`src/rtl/sm4_pkg.sv`:
```
// Shared types and constants for the SM4 UART job path.
//   SM4_BLK_W    : block width of the SM4 cipher datapath
//   MODE_ENC/DEC : encoding of the encrypt/decrypt mode bit
//   SM4_TEST_KEY : fixed key the core is built around
//   state_e      : sequencer states
package sm4_pkg;

    localparam int SM4_BLK_W = 128;

    localparam logic MODE_ENC = 1'b1;
    localparam logic MODE_DEC = 1'b0;

    localparam logic [127:0] SM4_TEST_KEY = 128'h0123456789abcdeffedcba9876543210;

    typedef enum logic [2:0] {
        IDLE  = 3'd0,
        RD    = 3'd1,
        LAT   = 3'd2,
        START = 3'd3,
        BUSY  = 3'd4,
        WB    = 3'd5
    } state_e;

endpackage

```
`src/rtl/sm4_wdog.sv`:
```
// Watchdog counter for the wait-for-core phase.
//   clk, rst_n : clock, async active-low reset
//   clr_i      : restart count at zero
//   en_i       : advance one cycle
//   expire_o   : high while the count sits on its last value (TMO_CYC-1)
// The count saturates at the expiry value so expire_o stays up until cleared.
module sm4_wdog #(
    parameter int TMO_CYC = 64
) (
    input  logic clk,
    input  logic rst_n,
    input  logic clr_i,
    input  logic en_i,
    output logic expire_o
);

    localparam int CW = (TMO_CYC > 2) ? $clog2(TMO_CYC) : 1;

    logic [CW-1:0] cnt_q, cnt_d;

    assign expire_o = (cnt_q == CW'(TMO_CYC - 1));

    always_comb begin
        cnt_d = cnt_q;
        if (clr_i) begin
            cnt_d = '0;
        end else if (en_i && !expire_o) begin
            cnt_d = cnt_q + CW'(1);
        end
    end

    always_ff @(posedge clk or negedge rst_n) begin
        if (!rst_n) begin
            cnt_q <= '0;
        end else begin
            cnt_q <= cnt_d;
        end
    end

endmodule

```
`src/rtl/sm4_job_sched.sv`:
```
// Sequencer: RX block FIFO -> SM4 core -> TX block FIFO.
//   mode_tog                 : request encrypt/decrypt swap, applied only while IDLE
//   in_empty/in_rd_en/in_rdata       : RX FIFO pop side, data RD_LAT cycles after pop
//   core_en/core_mode/core_intext    : start pulse, mode and block to the core
//   core_done/core_outtext           : core completion and result
//   out_full/out_wr_en/out_wdata     : TX FIFO push side
//   mode, busy, blk_cnt              : status
//   tmo_err/err_clr                  : sticky watchdog error and its clear
// Every output comes straight from a flop; strobes are registered from the
// next state, so a strobe is high during the state it belongs to.
module sm4_job_sched
    import sm4_pkg::*;
#(
    parameter int BLK_W   = SM4_BLK_W,
    parameter int RD_LAT  = 1,
    parameter int TMO_CYC = 64,
    parameter int CNT_W   = 16
) (
    input  logic             clk,
    input  logic             rst_n,
    input  logic             mode_tog,
    input  logic             in_empty,
    output logic             in_rd_en,
    input  logic [BLK_W-1:0] in_rdata,
    output logic             core_en,
    output logic             core_mode,
    output logic [BLK_W-1:0] core_intext,
    input  logic             core_done,
    input  logic [BLK_W-1:0] core_outtext,
    input  logic             out_full,
    output logic             out_wr_en,
    output logic [BLK_W-1:0] out_wdata,
    output logic             mode,
    output logic             busy,
    output logic [CNT_W-1:0] blk_cnt,
    output logic             tmo_err,
    input  logic             err_clr
);

    localparam int LW = (RD_LAT > 1) ? $clog2(RD_LAT) : 1;

    state_e            state_q, state_d;
    logic              mode_q, mode_d;
    logic              tog_pend_q, tog_pend_d;
    logic [LW-1:0]     lat_q, lat_d;
    logic [BLK_W-1:0]  intext_q, intext_d;
    logic [BLK_W-1:0]  wdata_q, wdata_d;
    logic              core_mode_q, core_mode_d;
    logic [CNT_W-1:0]  cnt_q, cnt_d;
    logic              tmo_q, tmo_d;
    logic              rd_en_q, rd_en_d;
    logic              core_en_q, core_en_d;
    logic              wr_en_q, wr_en_d;
    logic              busy_q, busy_d;

    logic              wdog_clr, wdog_en, wdog_exp;

    sm4_wdog #(.TMO_CYC(TMO_CYC)) u_wdog (
        .clk      (clk),
        .rst_n    (rst_n),
        .clr_i    (wdog_clr),
        .en_i     (wdog_en),
        .expire_o (wdog_exp)
    );

    always_comb begin
        state_d     = state_q;
        mode_d      = mode_q;
        tog_pend_d  = tog_pend_q | mode_tog;
        lat_d       = lat_q;
        intext_d    = intext_q;
        wdata_d     = wdata_q;
        core_mode_d = core_mode_q;
        cnt_d       = cnt_q;
        tmo_d       = err_clr ? 1'b0 : tmo_q;
        wr_en_d     = 1'b0;
        wdog_clr    = 1'b0;
        wdog_en     = 1'b0;

        case (state_q)
            IDLE: begin
                // Swap takes a whole idle cycle; a toggle arriving in that
                // same cycle becomes the next pending request.
                if (tog_pend_q) begin
                    mode_d     = ~mode_q;
                    tog_pend_d = mode_tog;
                end else if (!in_empty) begin
                    state_d = RD;
                end
            end
            RD: begin
                lat_d   = '0;
                state_d = LAT;
            end
            LAT: begin
                if (lat_q == LW'(RD_LAT - 1)) begin
                    intext_d = in_rdata;
                    state_d  = START;
                end else begin
                    lat_d = lat_q + LW'(1);
                end
            end
            START: begin
                wdog_clr = 1'b1;
                state_d  = BUSY;
            end
            BUSY: begin
                // done on the expiry cycle still completes normally
                if (core_done) begin
                    wdata_d = core_outtext;
                    state_d = WB;
                end else if (wdog_exp) begin
                    tmo_d   = 1'b1;
                    state_d = IDLE;
                end else begin
                    wdog_en = 1'b1;
                end
            end
            WB: begin
                // no watchdog here: TX backpressure may last indefinitely
                if (!out_full) begin
                    wr_en_d = 1'b1;
                    cnt_d   = cnt_q + CNT_W'(1);
                    state_d = IDLE;
                end
            end
            default: state_d = IDLE;
        endcase

        rd_en_d   = (state_d == RD);
        core_en_d = (state_d == START);
        busy_d    = (state_d != IDLE);
        if (state_d == START) begin
            core_mode_d = mode_q;
        end
    end

    always_ff @(posedge clk or negedge rst_n) begin
        if (!rst_n) begin
            state_q     <= IDLE;
            mode_q      <= MODE_ENC;
            tog_pend_q  <= 1'b0;
            lat_q       <= '0;
            intext_q    <= '0;
            wdata_q     <= '0;
            core_mode_q <= MODE_ENC;
            cnt_q       <= '0;
            tmo_q       <= 1'b0;
            rd_en_q     <= 1'b0;
            core_en_q   <= 1'b0;
            wr_en_q     <= 1'b0;
            busy_q      <= 1'b0;
        end else begin
            state_q     <= state_d;
            mode_q      <= mode_d;
            tog_pend_q  <= tog_pend_d;
            lat_q       <= lat_d;
            intext_q    <= intext_d;
            wdata_q     <= wdata_d;
            core_mode_q <= core_mode_d;
            cnt_q       <= cnt_d;
            tmo_q       <= tmo_d;
            rd_en_q     <= rd_en_d;
            core_en_q   <= core_en_d;
            wr_en_q     <= wr_en_d;
            busy_q      <= busy_d;
        end
    end

    assign in_rd_en    = rd_en_q;
    assign core_en     = core_en_q;
    assign core_mode   = core_mode_q;
    assign core_intext = intext_q;
    assign out_wr_en   = wr_en_q;
    assign out_wdata   = wdata_q;
    assign mode        = mode_q;
    assign busy        = busy_q;
    assign blk_cnt     = cnt_q;
    assign tmo_err     = tmo_q;

endmodule

```
`config.mk`:
```
export PLATFORM = sky130hd
export DESIGN_NAME = sm4_job_sched
export DESIGN_NICKNAME = d
export VERILOG_FILES = /design/src/rtl/sm4_pkg.sv /design/src/rtl/sm4_wdog.sv /design/src/rtl/sm4_job_sched.sv
export SDC_FILE = /design/constraint.sdc
export NUM_CORES = 1
export LEC_CHECK = 0
export ABC_CLOCK_PERIOD_IN_PS = 3170
export BUFFER_PORTS_ARGS = -buffer_cell sky130_fd_sc_hd__buf_2
export CAP_MARGIN = 20
export CORE_AREA = 2 2 214 216
export DETAILED_ROUTE_END_ITERATION = 12
export DIE_AREA = 0 0 216 218
export HOLD_SLACK_MARGIN = 0.03
export PLACE_DENSITY = 0.6
export SLEW_MARGIN = 20
export SYNTH_ARGS = -nofsm -noshare
export SYNTH_HDL_FRONTEND = slang
export SYNTH_SLANG_ARGS = --single-unit
export TNS_END_PERCENT = 10
```
`constraint.sdc`:
```
create_clock -name clk -period 3.17 [get_ports clk]
set_input_delay 0.317 -clock clk [delete_from_list [all_inputs] [get_ports clk]]
set_output_delay 0.317 -clock clk [all_outputs]
set_load 0.01 [all_outputs]
```
Word-level counts from Yosys, hierarchy flattened
Index checks and enable logic that the tools add are counted.
- add/subtract/negate cells: 3
- muxes and demuxes: 23
- equal/unequal tests: 8
- reductions and logical operators: 10
- bitwise operators: 4
- operators by type and width (kind ; number):
    $mux 3 ; 6
    $pmux 3 s6 ; 1
    $add 16x1->16 const B ; 1
    $mux 1 ; 13
    $mux 6 ; 2
    $eq 3x2->1 const B ; 3
    $reduce_and 2->1 ; 4
    $add 6x1->6 const B ; 1
    $eq 3x1->1 const B ; 2
    $eq 3x3->1 const B ; 2
    $eq 6x6->1 const B ; 1
    $reduce_bool 2->1 ; 2
    $logic_not 3->1 ; 1
    $not 1->1 ; 3
    $reduce_bool 3->1 ; 1
    $pmux 1 s2 ; 1
    $add 1x1->1 const B ; 1
    $logic_and 1x1->1 ; 1
    $logic_not 1->1 ; 1
    $or 1x1->1 ; 1
- input port bits: 263
- flip-flop bits (word level): 290
- word-level logic and storage cells: 62

Longest topological paths before layout
Gate-level depths: netlist (run 1).
- word-level depth: 7
- mapped depth: 6
- gate-level depth less buffers: 5

Modules after synthesis
Synthesis (run 1) repeated with hierarchy kept, for this count alone.
- cell total of the unflattened synthesis: 686
- area, all modules: 11607.4 um2
- by module, submodules not included (module ; instances ; cells an instance ; area each (um2)):
    sm4_job_sched ; 1 ; 647 ; 11227.0
    sm4_wdog ; 1 ; 39 ; 380.4

Worst setup path after synthesis (run 1)
No wires, ideal clock.
- path type: reg2reg
- start point: register state_q[1]
- end point: register wdata_q[100] (netlist: out_wdata[100])
- period minus slack after synthesis: 1632 ps
- setup slack: 1538 ps
- data required time: 3043 ps
- cell stages (with the launch flop): 7
- buffers on the path: 3
- setup time: 127 ps
- data arrival time: 1505 ps
- path through: dfrtp_1 -> buf_4 -> nor2_1 -> and3_1 -> buf_4 -> buf_6 -> mux2_1
- longest elaborated chain between the ends: 2
- RTL lines (element ; RTL line ; text):
    from (decl) ; sm4_job_sched.sv:42 ; state_e state_q, state_d;
    from (signal assigned) ; sm4_job_sched.sv:154 ; state_q <= state_d;
    $eq 3x3->1 ; sm4_job_sched.sv:80 ; case (state_q)
    $reduce_and 2->1 (no line) ; - ;
    to (signal assigned) ; sm4_job_sched.sv:159 ; wdata_q <= wdata_d;
    to (decl) ; sm4_job_sched.sv:47 ; logic [BLK_W-1:0] wdata_q, wdata_d;
No other way between the ends.
A chain may end at the register's enable or synchronous reset.

Worst setup path after layout (run 1)
- start point: register state_q[0]
- end point: register wdata_q[39] (netlist: out_wdata[39])
The elaborated chain is that of the path after synthesis.

==> results of run 1 <==
[timing repair]
item | 4_1_cts | 5_1_grt
setup endpoints to repair | 0 | 0
hold endpoints to repair | 342 | 0
hold buffers | 261 | 0
setup buffers | 0 | 0
[sequential cells by signal, indices dropped and copies added (netlist names)]
register and flops:
blk_cnt 16, busy 1, core_en 1, core_intext 128, core_mode 1, in_rd_en 1
mode 1, out_wdata 128, out_wr_en 1, state_q 3, tmo_err 1, tog_pend_q 1
u_wdog.cnt_q 6
[per-stage QoR]
| stage | util | hold slack (ps) | std cells | power [mW] |
|---|---|---|---|---|
| floorplan | - | 21.4 | 674 | 9.28 |
| CTS | 0.403 | 90.3 | 2114 | 15.8 |
| global route | 0.403 | 137 | 2114 | 16.7 |
| detailed placement | 0.322 | 424 | 1800 | 12.0 |
| global placement | 0.322 | 423 | 1800 | 11.8 |
| finish | 0.403 | 132 | 2114 | 15.7 |
[worst min-delay path: cells and delay by family]
family | cells | cell delay [ps]
buffers and inverters | 1 | 150
and+or+nand+nor | 1 | 100
AOI/OAI and AO/OA | 1 | 80
[power by group through the flow]
stage                     Combinational, mW  Sequential (mW)  Clock [mW]
after detailed placement               5.62             6.38           0
after global routing                   6.30             6.60        3.78
after global placement                 5.50             6.31           0
after floorplan                        2.17             7.11           0
after CTS                              5.88             6.34        3.62
final                                  5.83             6.37        3.51
[worst max-delay path by stage]
stage / start / to / slack [ps] / cells past startpoint
after global placement: state_q[0] / out_wdata[105] / 950 / 4
after global routing: state_q[0] / out_wdata[39] / 720 / 4
final: state_q[0] / out_wdata[39] / 890 / 4
after floorplan: state_q[1] / out_wdata[100] / 1540 / 6
after detailed placement: state_q[0] / out_wdata[126] / 880 / 4
after CTS: state_q[0] / out_wdata[126] / 860 / 4
[cell type report]
cell class,count,share of cell area
repair buffers,820,0.307
clock buffers,46,0.0516
flip-flops and latches,289,0.400
clock inverters,7,0.00332
well taps,600,0.0415
inverters,2,0.000415
multi-input cells,350,0.196
[synthesized netlist by cell type (all sizes together) (3+ instances only)]
library cell,instances
dfrtp,287
nor2b,3
buf,33
and3,6
xor2,4
nand3,6
xnor2,15
mux2,259
nand2,13
nand4,8
nor2,9
[layer usage]
| metal | global-route usage | part of all wire |
|---|---|---|
| met2 | 0.246 | 0.50 |
| met1 | 0.161 | 0.39 |
| met4 | 0.0568 | 0.038 |
| met3 | 0.0326 | 0.074 |
| met5 | 0 | 0 |
[cell families (layout without fill, tap and decap cells)]
group | Yosys count | in the layout | synth area share
buffers and inverters | 35 | 875 | 0.0231
AOI/OAI and AO/OA | 11 | 11 | 0.00670
and+or+nand+nor | 57 | 57 | 0.0299
DFF | 289 | 289 | 0.657
adders and majority gates | 2 | 2 | 0.00227
xor gates and xnor gates | 19 | 19 | 0.0151
muxes | 261 | 261 | 0.266
==> impl_results.md, run 1 <==
- Net Sw Power: roughly 5.3 mW
- Share of layout cells above drive strength 1: 0.440
- Crit path arrival time: between 2000 and 3000 ps
- Num ports: 542
- Hold Path End: state_q[2]
- Main synth FF type: dfrtp_1
- Combinational share of power: 0.371
- Max FO, Critical Path: 33
- Crit end category: flip-flop
- Reg2Reg Depth: 4
- Synth Area per Inst: approximately 16 um^2
- Die area: about 47000 um^2
- Final ANT Viol Nets: 0
- Largest net degree at the start of global routing: 93
- Reg clk slew, reported paths: ~60 ps
- R2R setup slack: 890 ps
- Worst path max stage delay: about 590 ps
- Total GRT Usage: 0.139
- Post-synth ARST share: 1.00
- Worst-margin pin slew: 783 ps
- # DRC: 0
- RSZ-0062 raised after global routing: no
- Clk buf depth: 3
- Worst IR Drop VDD: 0.570 mV
- Slew headroom: 0.478
- Syn nets: about 940
- CTS root buf: clkbuf_16
- Fin crit period: 2280 ps
- Worst reg2reg path startpoint: state_q[0]
- Vias in the first global route: between 9000 and 10000
- Final period util: 0.719
- Final instance area: around 18000 um^2
- Post-synth EDFFs: 0
- Clock power share: 0.223
- Sw frac: 0.335
- Syn Inst Count: between 600 and 700
- Antenna violations before repair: 0
- Max-slew violation count: 0
- Total Nets Final: 1759
- Hold wc startpoint: core_done
- First-pass GRT wire length: between 50000 and 60000 um
- Clk sinks: between 200 and 300
- Worst-Skew Late Latency: about 550 ps
- Most frequent cells in the layout: 540 x buf_2, 287 x dfrtp_1, 261 x dlygate4sd3_1
- Cell area power density: about 870 nW/um^2
- Crit-path leading delay family: simple AND/OR/NAND/NOR gates
- Hold Crit Depth: 3
- # diodes: 0
- DIE WIDTH: 216 um
- Achievable clock frequency: roughly 0.44 GHz
- Overflow after GRT: 0
- Max Clock Skew: 8.03 ps
- Synth area leaders: dfrtp_1 65%, mux2_1 21%, mux2_2 5.3%
- Share of the synthesized area in the top cell type: 0.652
- Pre-CTS setup slack: approximately 880 ps
- Post-Route WL: between 30000 and 40000 um
- Synth unique cells: 38
- H-tree depth: 1
- Effective utilization at floorplan: 0.245
- FF+latch area: just over 7000 um^2
- Fillers: approximately 4100
- Setup crit start kind: flip-flop
- WL/cell: 16.1 um
- Number of I/O port buffers: 541
- CP cell instances: nor2_1, and3_4, buf_4, mux2_1
- Worst Slack Setup Final: between 800 and 900 ps
- P_leak: roughly 8.7 nW
- Critical setup path kind: reg2reg
- Yosys reg bits: ~290
- Area of the multi-input gates: 3540 um^2
- Largest area contributor in the netlist: dfrtp_1
- Hold crit path type: in2reg
- Routability cong.: between 0.8 and 0.9
- Core ar.: ~45000 um^2
- Flop pwr share: 0.406
- Mapped cell area: ~11000 um^2
- Die height: 218 um
- Area grow syn2layout: 64.1%
- Status: complete, no violations
- CP max stage cell: and3_4
- Final setup viols: 0
- Final Hold Fails: 0
- Reg-to-Reg End: out_wdata[39]
- Vias/cell: 4.11
- Final TNS setup: 0 ps
- Vias: roughly 8700
- DR pass1 iterations: 5
- CP required: around 3600 ps
- DP HPWL: roughly 23000 um
- Synth warnings: 0
- Post-CTS resize count: 0
- Max Cap Viol: 0
- Most common cell after layout, fill and taps aside: buf_2
- Post-synthesis sequential area ratio: 0.657
- Drt initial violations: around 340
- Internal power: 10.4 mW
- Post-DP Area: around 14000 um^2
- Critical path buffers and inverters: 1
- Rows: between 70 and 80
- CTS tree: built
- CTS Buf Count: 31
Power figures use the tool's default switching activity.
==> run 2, diff against run 1 <==
Settings changed: ABC_CLOCK_PERIOD_IN_PS 3170 to 2200.
Clock period 3.17 ns to 2.2 ns, I/O delays scaled along.
==> run 2 against run 1 <==
Net effect:
- power rose by 44%
- global-route usage rose by 0.21 points
- combinational power rose by 48%
- critical endpoint is now core_intext[18]
- largest cell class unchanged
- final area rose by 0.93%
- setup slack got worse by 570 ps
- wire length rose by 1.8%
- critical path depth rose by 1
- register-to-register slack got worse by 570 ps
==> impl_results.md, run 2 (synthesized netlist as in run 1, its figures left out) <==
- Fin crit period: between 1500 and 2000 ps
- Vias: around 9000
- DR pass1 iterations: 4
- Most common cell after layout, fill and taps aside: buf_2
- Max Cap Viol: 0
- H-tree depth: 1
- Reg2Reg Depth: 5
- Rows: between 70 and 80
- Clk sinks: 289
- Post-CTS resize count: 0
- Die height: about 220 um
- Crit end category: flip-flop
- Overflow after GRT: 0
- CP max stage cell: dfrtp_1
- CTS Buf Count: 31
- Clk buf depth: 3
- Post-Route WL: ~35000 um
- Most frequent cells in the layout: 540 x buf_2, 287 x dfrtp_1, 264 x dlygate4sd3_1
- Worst-Skew Late Latency: roughly 560 ps
- Vias in the first global route: 9589
- Final setup viols: 0
- Worst Slack Setup Final: around 320 ps
- Max FO, Critical Path: 38
- Reg clk slew, reported paths: around 60 ps
- DIE WIDTH: ~220 um
- Share of layout cells above drive strength 1: 0.446
- CTS root buf: clkbuf_16
- Largest net degree at the start of global routing: a little under 60
- Post-DP Area: 14600 um^2
- Num ports: 542
- Max-slew violation count: 0
- RSZ-0062 raised after global routing: no
- Crit path arrival time: approximately 2300 ps
- Cell area power density: 1240 nW/um^2
- Critical setup path kind: reg2reg
- Combinational share of power: 0.382
- Core ar.: roughly 45000 um^2
- Drt initial violations: between 300 and 400
- Total GRT Usage: 0.141
- CTS tree: built
- Number of I/O port buffers: between 500 and 600
- Net Sw Power: between 7 and 8 mW
- Max Clock Skew: 4.79 ps
- Total Nets Final: 1783
- Clock power share: 0.217
- Final instance area: between 15000 and 20000 um^2
- Vias/cell: approximately 4.1
- Worst IR Drop VDD: around 0.81 mV
- DP HPWL: between 20000 and 25000 um
- Worst path max stage delay: around 380 ps
- Slew headroom: 0.644
- Final ANT Viol Nets: 0
- Antenna violations before repair: 0
- Final TNS setup: 0 ps
- Setup crit start kind: flip-flop
- Area grow syn2layout: 65.6%
- Final core utilization: 0.406
- WL/cell: around 16 um
- # DRC: 0
- CP cell instances: buf_4, nor3b_2, buf_12, buf_12, mux2_2
- Internal power: around 15 mW
- CP required: approximately 2700 ps
- Pre-CTS setup slack: about 320 ps
- Worst-margin pin slew: 534 ps
- Hold crit path type: in2async
- Routability cong.: between 0.8 and 0.9
- Sw frac: 0.335
- Effective utilization at floorplan: 0.245
- # diodes: 0
- Die area: 47100 um^2
- Flop pwr share: 0.401
- Final Hold Fails: 0
- Min Hold Slack: 188 ps
- Final period util: 0.856
- Achievable clock frequency: 0.531 GHz
- Status: complete, no violations
- P_leak: 8.84 nW
- First-pass GRT wire length: between 50000 and 60000 um
- Most frequent CP cell: buf_12
-- run 2: changes by cell type in the layout (fill, tap and decap cells not counted) --
cell           change
clkbuf_8           -2
clkinv_4           +1
inv_6              +1
buf_4             +20
clkbuf_1           +2
dlygate4sd3_1      +3
bufinv_16          -1
buf_12             +1
-- run 2: final timing paths --
kind	from	endpoint	slack [ps]
min in group clk	mode_tog	tog_pend_q	360
hold reg to reg	blk_cnt[15]	blk_cnt[15]	470
setup reg to reg	state_q[0]	core_intext[18]	320
hold / removal	rst_n	core_intext[70]	190
max in group asynchronous	rst_n	out_wdata[11]	1270
setup / recovery	state_q[0]	core_intext[18]	320
-- run 2: layout make-up --
| cell class | instances | area (um^2) |
|---|---|---|
| fillers | 4158 | 26600 |
| flip-flops and latches | 289 | 7230 |
| repair buffers | 844 | 5750 |
| multi-input cells | 350 | 3540 |
| clock buffers | 46 | 912 |
| well taps | 600 | 751 |
| clock inverters | 8 | 47.5 |
| inverters | 2 | 7.51 |
-- run 2: routing by layer --
layer	global-route usage	part of all wire	up-vias
met5	0	0	-
met4	0.0568	0.036	0
met3	0.0331	0.071	66
met2	0.257	0.51	357
met1	0.157	0.39	4355
li1	-	-	4079
-- run 2: critical path: cells and delay by family (launching register included) --
kind | cells | cell delay, ps
AND/OR/NAND/NOR | 1 | 310
flip-flops | 1 | 380
buffers and inverters | 3 | 670
multiplexers | 1 | 380
-- run 2: power groups by stage --
stage | logic [mW] | registers, mW | clock network (mW)
finish | 8.65 | 9.09 | 4.92
CTS | 8.71 | 9.06 | 5.11
detailed placement | 8.32 | 9.11 | 0
global placement | 8.15 | 9.03 | 0
global route | 9.33 | 9.41 | 5.32
floorplan | 3.12 | 10.3 | 0
-- run 2: through the flow --
step / cells / total power [mW]
after global routing: 2139 / 24.1
after CTS: 2139 / 22.9
after global placement: 1821 / 17.2
after detailed placement: 1821 / 17.4
final: 2139 / 22.7
after floorplan: 674 / 13.4
-- run 2: timing repair --
| item | in CTS | in global routing |
|---|---|---|
| hold buffers | 264 | 0 |
| buffers inserted | 0 | 0 |
| endpoints found under the hold margin | 379 | 0 |
| endpoints found under the setup margin | 0 | 0 |
